$ cat config.mk
export PLATFORM = sky130hd
export DESIGN_NAME = alu_arbiter
export DESIGN_NICKNAME = d
export VERILOG_FILES = /design/src/rtl/alu_arbiter.sv
export SDC_FILE = /design/constraint.sdc
export NUM_CORES = 1
export LEC_CHECK = 0
export CORE_ASPECT_RATIO = 0.9
export CORE_MARGIN = 5
export CORE_UTILIZATION = 45
export DETAILED_ROUTE_END_ITERATION = 16
export HOLD_SLACK_MARGIN = 0.15
export PLACE_DENSITY = 0.78
export SYNTH_ARGS = -nofsm -noshare
export SYNTH_HDL_FRONTEND = slang
export SYNTH_SLANG_ARGS = --single-unit
$ cat constraint.sdc
create_clock -name clk -period 6.42 [get_ports clk]
set_input_delay 0.963 -clock clk [delete_from_list [all_inputs] [get_ports clk]]
set_output_delay 0.963 -clock clk [all_outputs]
set_load 0.05 [all_outputs]
$ cat src/rtl/alu_arbiter.sv
// Round-robin arbiter sharing one combinational ALU among NUM_REQ requesters.
// The ALU result is registered and held until the owning requester takes it;
// a new grant can replace a consumed response on the same edge.

package alu_pkg;
    typedef enum logic [3:0] {
        OP_ADD = 4'd0,
        OP_SUB = 4'd1,
        OP_AND = 4'd2,
        OP_OR  = 4'd3,
        OP_XOR = 4'd4,
        OP_SLT = 4'd5,
        OP_SLL = 4'd6,
        OP_SRL = 4'd7
    } alu_op_t;
endpackage

// Purely combinational ALU; undefined op codes produce zero.
module alu
    import alu_pkg::*;
(
    input  alu_op_t     op,
    input  logic [31:0] a,
    input  logic [31:0] b,
    output logic [31:0] result,
    output logic        zero
);
    // Operation select
    always_comb begin
        result = '0;
        case (op)
            OP_ADD:  result = a + b;
            OP_SUB:  result = a - b;
            OP_AND:  result = a & b;
            OP_OR:   result = a | b;
            OP_XOR:  result = a ^ b;
            OP_SLT:  result = {31'd0, $signed(a) < $signed(b)};
            OP_SLL:  result = a << b[4:0];
            OP_SRL:  result = a >> b[4:0];
            default: result = '0;
        endcase
    end

    assign zero = (result == 32'd0);
endmodule

module alu_arbiter
    import alu_pkg::*;
#(
    parameter int NUM_REQ = 2,
    parameter int CNT_W   = 16
) (
    input  logic                        clk,
    input  logic                        rst,
    input  logic [NUM_REQ-1:0]          req_valid,
    output logic [NUM_REQ-1:0]          req_ready,
    input  alu_op_t [NUM_REQ-1:0]       req_op,
    input  logic [NUM_REQ-1:0][31:0]    req_a,
    input  logic [NUM_REQ-1:0][31:0]    req_b,
    output logic [NUM_REQ-1:0]          rsp_valid,
    input  logic [NUM_REQ-1:0]          rsp_ready,
    output logic [31:0]                 rsp_result,
    output logic                        rsp_zero,
    output logic [CNT_W-1:0]            op_count
);
    localparam int IDW = (NUM_REQ > 1) ? $clog2(NUM_REQ) : 1;

    typedef enum logic {IDLE, RESP} state_t;

    state_t           state, state_nxt;
    logic [IDW-1:0]   rsp_id;
    logic [IDW-1:0]   rr_ptr;
    logic [IDW-1:0]   gnt_id;
    logic             gnt_found;
    logic             gnt;
    logic             rsp_take;
    logic             can_accept;
    logic [IDW:0]     idx;

    alu_op_t          alu_op;
    logic [31:0]      alu_a, alu_b, alu_res;
    logic             alu_zero;

    // The held response is consumed only by its owner's ready bit
    assign rsp_take   = (state == RESP) & rsp_ready[rsp_id];
    assign can_accept = (state == IDLE) | rsp_ready[rsp_id];

    // Round-robin search upward from rr_ptr, wrapping at NUM_REQ-1
    always_comb begin
        gnt_found = 1'b0;
        gnt_id    = '0;
        idx       = '0;
        for (int i = 0; i < NUM_REQ; i++) begin
            idx = {1'b0, rr_ptr} + (IDW+1)'(i);
            if (idx >= (IDW+1)'(NUM_REQ))
                idx = idx - (IDW+1)'(NUM_REQ);
            if (!gnt_found && req_valid[idx[IDW-1:0]]) begin
                gnt_found = 1'b1;
                gnt_id    = idx[IDW-1:0];
            end
        end
    end

    assign gnt       = can_accept & gnt_found & ~rst;
    assign req_ready = gnt ? (NUM_REQ'(1) << gnt_id) : '0;

    // Granted requester's operands drive the single ALU
    assign alu_op = req_op[gnt_id];
    assign alu_a  = req_a[gnt_id];
    assign alu_b  = req_b[gnt_id];

    alu u_alu (
        .op     (alu_op),
        .a      (alu_a),
        .b      (alu_b),
        .result (alu_res),
        .zero   (alu_zero)
    );

    // Next-state: a grant always lands in RESP; a bare accept drains to IDLE
    always_comb begin
        state_nxt = state;
        if (gnt)
            state_nxt = RESP;
        else if (rsp_take)
            state_nxt = IDLE;
    end

    // State register
    always_ff @(posedge clk or posedge rst) begin
        if (rst)
            state <= IDLE;
        else
            state <= state_nxt;
    end

    // Response register, owner id and round-robin pointer
    always_ff @(posedge clk or posedge rst) begin
        if (rst) begin
            rsp_valid  <= '0;
            rsp_result <= '0;
            rsp_zero   <= 1'b0;
            rsp_id     <= '0;
            rr_ptr     <= '0;
        end else if (gnt) begin
            rsp_valid  <= NUM_REQ'(1) << gnt_id;
            rsp_result <= alu_res;
            rsp_zero   <= alu_zero;
            rsp_id     <= gnt_id;
            rr_ptr     <= (gnt_id == IDW'(NUM_REQ-1)) ? '0 : gnt_id + 1'b1;
        end else if (rsp_take) begin
            rsp_valid  <= '0;
        end
    end

    // Completed-op counter, wraps naturally
    always_ff @(posedge clk or posedge rst) begin
        if (rst)
            op_count <= '0;
        else if (rsp_take)
            op_count <= op_count + 1'b1;
    end
endmodule

Word level (Yosys, flattened, before mapping):

Index checks and enable logic that the tools add are counted.

* register bits after elaboration: 54
* output and inout port bits: 53

* add/sub/neg operators: 7
* $lt $le $gt $ge: 7
* equality and inequality tests: 7
* shifts and indexed selects: 3
* muxes and demuxes: 25
* bitwise gates (word level): 9
* reduce and logical (&&, ||, !) cells: 5

Operator list (number)
* $pmux 32 s8: 1
* $mux 32: 4
* $add 32x32->32: 1
* $and 32x32->32: 1
* $logic_not 32->1: 1
* $lt 32x32->1: 1
* $or 32x32->32: 1
* $shl 32x5->32: 1
* $shr 32x5->32: 1
* $sub 32x32->32: 1
* $xor 32x32->32: 1
* $add 16x1->16 const B: 1
* $eq 4x3->1 const B: 4
* $mux 1: 15
* $eq 4x2->1 const B: 2
* $lt 1x2->1 const B: 4
* $mux 4: 2
* $mux 2: 3
* $eq 4x1->1 const B: 1
* $logic_not 4->1: 1
* $and 1x1->1: 3
* $add 1x1->2 const B: 1
* $ge 1x2->1 const B: 1
* $ge 2x2->1 const B: 1
* 8 further kinds: 10

Logic depth before layout (Yosys ltp):

Gate-level depths: netlist of the first run.

* word-level depth: 13
* depth in mapped cells: 25
* mapped depth without buffers: 19

Cells and area by module:

A second synthesis of the first run with hierarchy kept.

* cells, all modules: 1693
* area, all modules: 12482.0 sq um

By module, submodules not included
* alu: times used 1, cells each 1324, area each 9355.2 sq um, seq. area each 0.0 sq um
* alu_arbiter: times used 1, cells each 369, area each 3126.7 sq um, seq. area each 1351.3 sq um

Worst setup path after synthesis of the first run:

No wires, ideal clock.

* kind: input port to flip-flop
* start point: input req_valid[0]
* end point: register rsp_zero
* library setup time: 0.104 ns
* data arrival time: 5.754 ns
* required time: 6.316 ns
* path slack: 0.562 ns
* cell stages on the path: 24
* path through: and2b_4 -> nor2_2 -> buf_4 -> buf_2 -> buf_2 -> buf_1 -> clkbuf_1 -> buf_1 -> nand2_1 -> nand2_1 -> ha_1 -> buf_2 -> a21o_1 -> a221oi_1 -> or2_2 -> o21ai_1 -> or3b_1 -> a311oi_2 -> o21ai_0 -> a21o_1 -> a221o_1 -> nand2_1 -> nand2_1 -> o41ai_2

* cells in the longest elaborated chain, start to end: 11

Ends and longest elaborated chain
* from (decl): line 55 `input logic [NUM_REQ-1:0] req_valid,`
* $mux 1 (implied by the code) (2 in series): line 97 `if (!gnt_found && req_valid[idx[IDW-1:0]]) begin`
* $mux 1: line 97
* $logic_not 1->1: line 97
* $logic_and 1x1->1: line 97
* $mux 1: line 97
* $mux 32 (implied by the code) (tied with other cells) (2 in series): line 109 `assign alu_a = req_a[gnt_id];`
* $sub 32x32->32 (tied with other cells): line 33 `OP_SUB: result = a - b;`
* $pmux 32 s8: line 31 `case (op)`
* $logic_not 32->1: line 44 `assign zero = (result == 32'd0);`
* to (signal assigned): line 148 `rsp_zero <= alu_zero;`
* to (decl): line 63 `output logic rsp_zero,`

Parallel ways exist; a longest one is shown, timed or not. The select of a mux whose other input is x is not followed.
A chain may end at the register's enable or synchronous reset.

Worst setup path after layout of the first run:

Ends and elaborated chain as after synthesis.

==> results of run 1 <==
-- report_power, final --
| part | total (mW) | switching [mW] | internal, mW |
|---|---|---|---|
| clock | 0.288 | 0.138 | 0.150 |
| sequential | 0.509 | 0.0737 | 0.436 |
| combinational | 3.13 | 2.03 | 1.10 |
-- how the worst max path moves through the flow --
stage	end	slack [ns]	depth (start not counted)
after floorplan	rsp_zero	0.56	24
after global placement	rsp_zero	-0.008	20
after detailed placement	rsp_zero	0.004	20
after CTS	rsp_zero	0.29	20
after global routing	rsp_zero	0.09	18
final	rsp_zero	0.12	18
-- area by class of cell --
cell class,instances,share of cell area (%)
clock buffer,5,0.742
clock inverter,3,0.171
inverter,106,2.36
multi-input combinational,1696,68.1
sequential,54,8.01
tap,409,3.03
timing repair buffer,328,17.6
-- what timing repair did --
action	4_1_cts	5_1_grt
resized for setup	0	1
endpoints found under the hold margin	0	0
endpoints found under the setup margin	0	1
-- sequential cells by signal, indices dropped and copies added, names as in the netlist --
signal      flops
op_count       16
rsp_id          1
rsp_result     32
rr_ptr          1
rsp_valid       2
state           1
rsp_zero        1
-- kinds of logic after synthesis --
family	after synthesis	share of synthesized area [%]
AOI/OAI and AO/OA	601	30.3
xor gates and xnor gates	34	2.14
adders and majority gates	112	10.2
buffers and inverters	258	8.13
DFF	54	9.70
muxes	190	14.5
and+or+nand+nor	759	25.1
-- routing by layer --
metal  global-route usage [%]  vias up
li1                         -     7767
met1                     55.0     8385
met2                     59.9     1164
met3                     7.16      200
met4                     15.2        4
met5                        0        -
-- cells in the final DEF (no fill, tap or decap), drive strengths merged, types with 14 or more instances in the layout --
cell type | Yosys | routed
nand2 | 343 | 343
clkdlybuf4s50 | 0 | 191
nor2 | 155 | 155
mux2i | 148 | 148
buf | 76 | 137
a21oi | 123 | 123
ha | 110 | 110
o21ai | 108 | 108
inv | 104 | 106
dfrtp | 54 | 54
nand3 | 53 | 53
nor3 | 44 | 44
a211oi | 40 | 40
mux2 | 38 | 38
o211ai | 31 | 31
nand4 | 31 | 31
a221oi | 29 | 29
a31oi | 28 | 28
xnor2 | 26 | 26
nor2b | 21 | 21
o221ai | 20 | 20
o31ai | 20 | 20
a22oi | 18 | 18
a21o | 17 | 17
nor4 | 17 | 17
o22ai | 16 | 16
nand2b | 15 | 15
o21bai | 14 | 14
==> impl_metrics.json, run 1 <==
{
  "setup_viol": 0,
  "holdPathStages": 1,
  "ys_async_sr_fraction_pct": 100,
  "globalRouteOverflowTotal": 0,
  "cts_tree": "done",
  "yosysSeqAreaShare_pct": 9.70,
  "hold_ws_ns": 0.478,
  "grt_max_degree": 55,
  "drc": 0,
  "fmax_ghz": 0.159,
  "layout-drive-gt1-share_pct": 10.7,
  "setup.worst_path.class": "in2reg",
  "met3_length_um": 7460,
  "fill_cells": 3013,
  "synth_top_area_share_pct": 10.5,
  "num_rows": 61,
  "syn_avg_cell_area_um2": 6.94,
  "cp-end-kind": "register",
  "whs_endpoint": "rsp_valid[0]",
  "synth_cell_type_count": 102,
  "post_dp_cell_area_um2": 16700,
  "htree_levels": 2,
  "synth-edff-count": 0,
  "drt_iter0_drc": 2377,
  "worst_clock_skew_ns": 0.00928,
  "layout_setup_ws_ns": 0.118,
  "yosysWarnings": 0,
  "path_buf_inv": 2,
  "rsz0062_at_grt": "false",
  "clkLatencyLatePin_ns": 0.30,
  "register_area_um2": 1350,
  "power.density_nw_per_um2": 233,
  "relSlewSlack_pct": 22.9,
  "synth_top_area_cell": "mux2i_1",
  "met1_length_um": 30100,
  "critPathLaunchType": "input pin",
  "reg2reg_to": "rsp_zero",
  "tns_ns": 0,
  "grt_pass1_vias": 16283,
  "wl_per_cell_um": 27.6,
  "fp.dieW_um": 196,
  "grt_usage_pct": 39.2,
  "ioPinCount": 195,
  "period_share_pct": 98.2,
  "drtAntennaViolNets": 0,
  "pre_cts_ws_ns": 0.00390,
  "core_area_um2": 30800,
  "synthToLayoutAreaGrowth_pct": 21.1,
  "syn_inst": 2008,
  "dp.cells": 2593,
  "ys.flop_type": "dfrtp_1",
  "vias": 17520,
  "grt_pass1_wl_um": 105000,
  "max_stage_delay_ns": 0.67,
  "routed_via_density": 6.74,
  "r2r_slack_ns": 0.93,
  "top_layer": "met5",
  "firstDrtPassIters": 6,
  "synth_area_leaders": "mux2i_1, ha_1, dfrtp_1, nand2_1, a21oi_1",
  "die_h_um": 177,
  "rr_startpoint": "rr_ptr",
  "place.gp.congestion": 1.06,
  "cap_violations": 0,
  "crit_arrival_ns": 6.51,
  "final_util_pct": 54.9,
  "multi_input_area_um2": 11500,
  "final_nets": 2445,
  "port_buffers": 194,
  "path_max_fanout": 14,
  "cts-root-buf": "clkbuf_16",
  "wl_met2_um": 30800,
  "hp-start": "rsp_valid[0]",
  "power.total_mw": 3.93,
  "num_antenna_cells": 0,
  "post_cts_buffers": 0,
  "antenna_found_initial": 3,
  "ir_worst_vdd_v": 0.000201,
  "finalMaxSlewViolations": 0,
  "hold_viol_final": 0,
  "cp_cell_sequence": "clkdlybuf4s50_1, and2b_4, buf_4, o21ai_1, nand2_2, ha_1, nor3_1, or3_1, xnor2_1, a2111oi_0, o2111ai_1, a211oi_1, o21ai_1, nor4_1, nand4_1, nor4_1, nand4_1, o41ai_2",
  "ys_ff_latch": 54,
  "worst_pin_slew_ns": 1.14,
  "r2r_cells": 17,
  "min_period_ns": 6.30,
  "startpoint": "req_valid[0]",
  "syn-num-nets": 2262,
  "cts_inserted_buffers": 5,
  "required_ns": 6.63,
  "path_clk_slew_ns": 0.08,
  "p_leak_nw": 7.46,
  "cp_slowest_cell": "a2111oi_0",
  "outcome": "completed",
  "yosysMostFrequentCell": "nand2_1",
  "dp_hpwl_um": 57700,
  "die_area_um2": 34600,
  "clockBufferDepth": 2,
  "instances_no_fill": 2601,
  "final_cell_area_um2": 16900,
  "wirelength_um": 71900,
  "synth_commonest_cells": "nand2_1, nor2_1, mux2i_1",
  "hold_class": "reg2reg",
  "start_util_pct": 45.3,
  "postCtsHoldBufs": 0,
  "critPathTopFamily": "simple AND/OR/NAND/NOR gates",
  "synth_area_um2": 13900,
  "clock_sinks": 54
}
Note: power is estimated with default switching activity, not from simulation.
==> run 2: changes to the inputs <==
--- a/config.mk
+++ b/config.mk
@@ -11,6 +11,7 @@
 export DETAILED_ROUTE_END_ITERATION = 16
 export HOLD_SLACK_MARGIN = 0.15
 export PLACE_DENSITY = 0.78
+export SLEW_MARGIN = 20
 export SYNTH_ARGS = -nofsm -noshare
 export SYNTH_HDL_FRONTEND = slang
 export SYNTH_SLANG_ARGS = --single-unit
==> impl_metrics.json, run 2 (synthesis gave the netlist of run 1 again) <==
{
  "power.total_mw": 3.92,
  "instances_no_fill": 2601,
  "layout-drive-gt1-share_pct": 10.7,
  "period_share_pct": 98.0,
  "largest_registers": "rsp_result: 32 flops, op_count: 16 flops, rsp_valid: 2 flops",
  "core_area_um2": 30800,
  "cts_tree": "done",
  "grt_max_degree": 55,
  "cp-endpoint": "rsp_zero",
  "postCtsHoldBufs": 0,
  "p_leak_nw": 7.46,
  "path_max_fanout": 14,
  "place.gp.congestion": 1.06,
  "htree_levels": 2,
  "antenna_found_initial": 3,
  "reg2reg_to": "rsp_zero",
  "worst_pin_slew_ns": 1.12,
  "clkLatencyLatePin_ns": 0.30,
  "die_area_um2": 34600,
  "cp-end-kind": "register",
  "rr_startpoint": "rr_ptr",
  "final_util_pct": 54.9,
  "firstDrtPassIters": 6,
  "clock_sinks": 54,
  "wirelength_um": 71800,
  "hold_viol_final": 0,
  "port_buffers": 194,
  "relSlewSlack_pct": 25.5,
  "pre_cts_ws_ns": 0.00390,
  "grt_pass1_vias": 16283,
  "cts_resized": 0,
  "setup_viol": 0,
  "wl_per_cell_um": 27.6,
  "layout_setup_ws_ns": 0.128,
  "final_cell_area_um2": 16900,
  "crit_arrival_ns": 6.50,
  "drtAntennaViolNets": 0,
  "ir_worst_vdd_v": 0.000201,
  "min_period_ns": 6.29,
  "hold_class": "reg2reg",
  "routed_via_density": 6.74,
  "power.density_nw_per_um2": 232,
  "synthToLayoutAreaGrowth_pct": 21.1,
  "hp-start": "rsp_valid[0]",
  "required_ns": 6.62,
  "grt_pass1_wl_um": 105000,
  "final_nets": 2445,
  "tns_ns": 0,
  "final_common_cell": "nand2_1",
  "post_cts_buffers": 0,
  "cts_inserted_buffers": 5,
  "max_flop_register": "rsp_result",
  "globalRouteOverflowTotal": 0,
  "num_antenna_cells": 0,
  "drt_iter0_drc": 2327,
  "dp_hpwl_um": 57700,
  "cts-root-buf": "clkbuf_16",
  "largest_register_ff_count": 32,
  "drc": 0,
  "num_rows": 61,
  "dp.cells": 2593,
  "fmax_ghz": 0.159,
  "critPathLaunchType": "input pin",
  "finalMaxSlewViolations": 0,
  "setup.worst_path.class": "in2reg",
  "rsz0062_at_grt": "false",
  "vias": 17533,
  "fp.dieW_um": 196,
  "mostFrequentLayoutCells": "nand2_1, clkdlybuf4s50_1, nor2_1, mux2i_1, buf_4",
  "path_clk_slew_ns": 0.08,
  "clockBufferDepth": 2,
  "r2r_slack_ns": 0.96,
  "die_h_um": 177,
  "hold_ws_ns": 0.477,
  "cap_violations": 0,
  "start_util_pct": 45.3,
  "r2r_cells": 17,
  "post_dp_cell_area_um2": 16700,
  "grt_usage_pct": 39.2,
  "outcome": "completed",
  "startpoint": "req_valid[0]",
  "worst_clock_skew_ns": 0.00748,
  "ioPinCount": 195
}
[run 2: final cells by class]
type                    count  area [um^2]
clock inverters             3         28.8
clock buffers               5          125
flip-flops and latches     54         1350
repair buffers            328         2970
well taps                 409          512
multi-input cells        1696        11500
inverters                 106          399
fillers                  3013        13900
[run 2: critical path, stage by stage]
cell	delay (ns)
clkdlybuf4s50_1	0.61
and2b_4	0.34
buf_4	0.20
o21ai_1	0.26
nand2_2	0.19
ha_1	0.36
nor3_1	0.08
or3_1	0.41
xnor2_1	0.15
a2111oi_0	0.66
o2111ai_1	0.22
a211oi_1	0.24
o21ai_1	0.19
nor4_1	0.42
nand4_1	0.17
nor4_1	0.51
nand4_1	0.21
o41ai_2	0.30
[run 2: worst min-delay path by stage]
| stage | depth (start not counted) | to | slack (ns) |
|---|---|---|---|
| after floorplan | 2 | state | 0.45 |
| after global placement | 1 | op_count[15] | 0.46 |
| after detailed placement | 1 | rsp_valid[0] | 0.46 |
| after CTS | 1 | rsp_valid[0] | 0.48 |
| after global routing | 1 | rsp_valid[0] | 0.49 |
| final | 1 | rsp_valid[0] | 0.48 |
[run 2: per-layer routing]
metal	part of all wire (%)	track usage, %	routed length, um
met1	42	55.0	30300
met2	43	59.9	30500
met3	10	7.16	7310
met4	5.0	15.2	3590
met5	0.064	0	46
[run 2: where the power goes]
group	switching, mW	internal, mW
registers	0.0735	0.436
logic	2.03	1.10
clock network	0.136	0.150
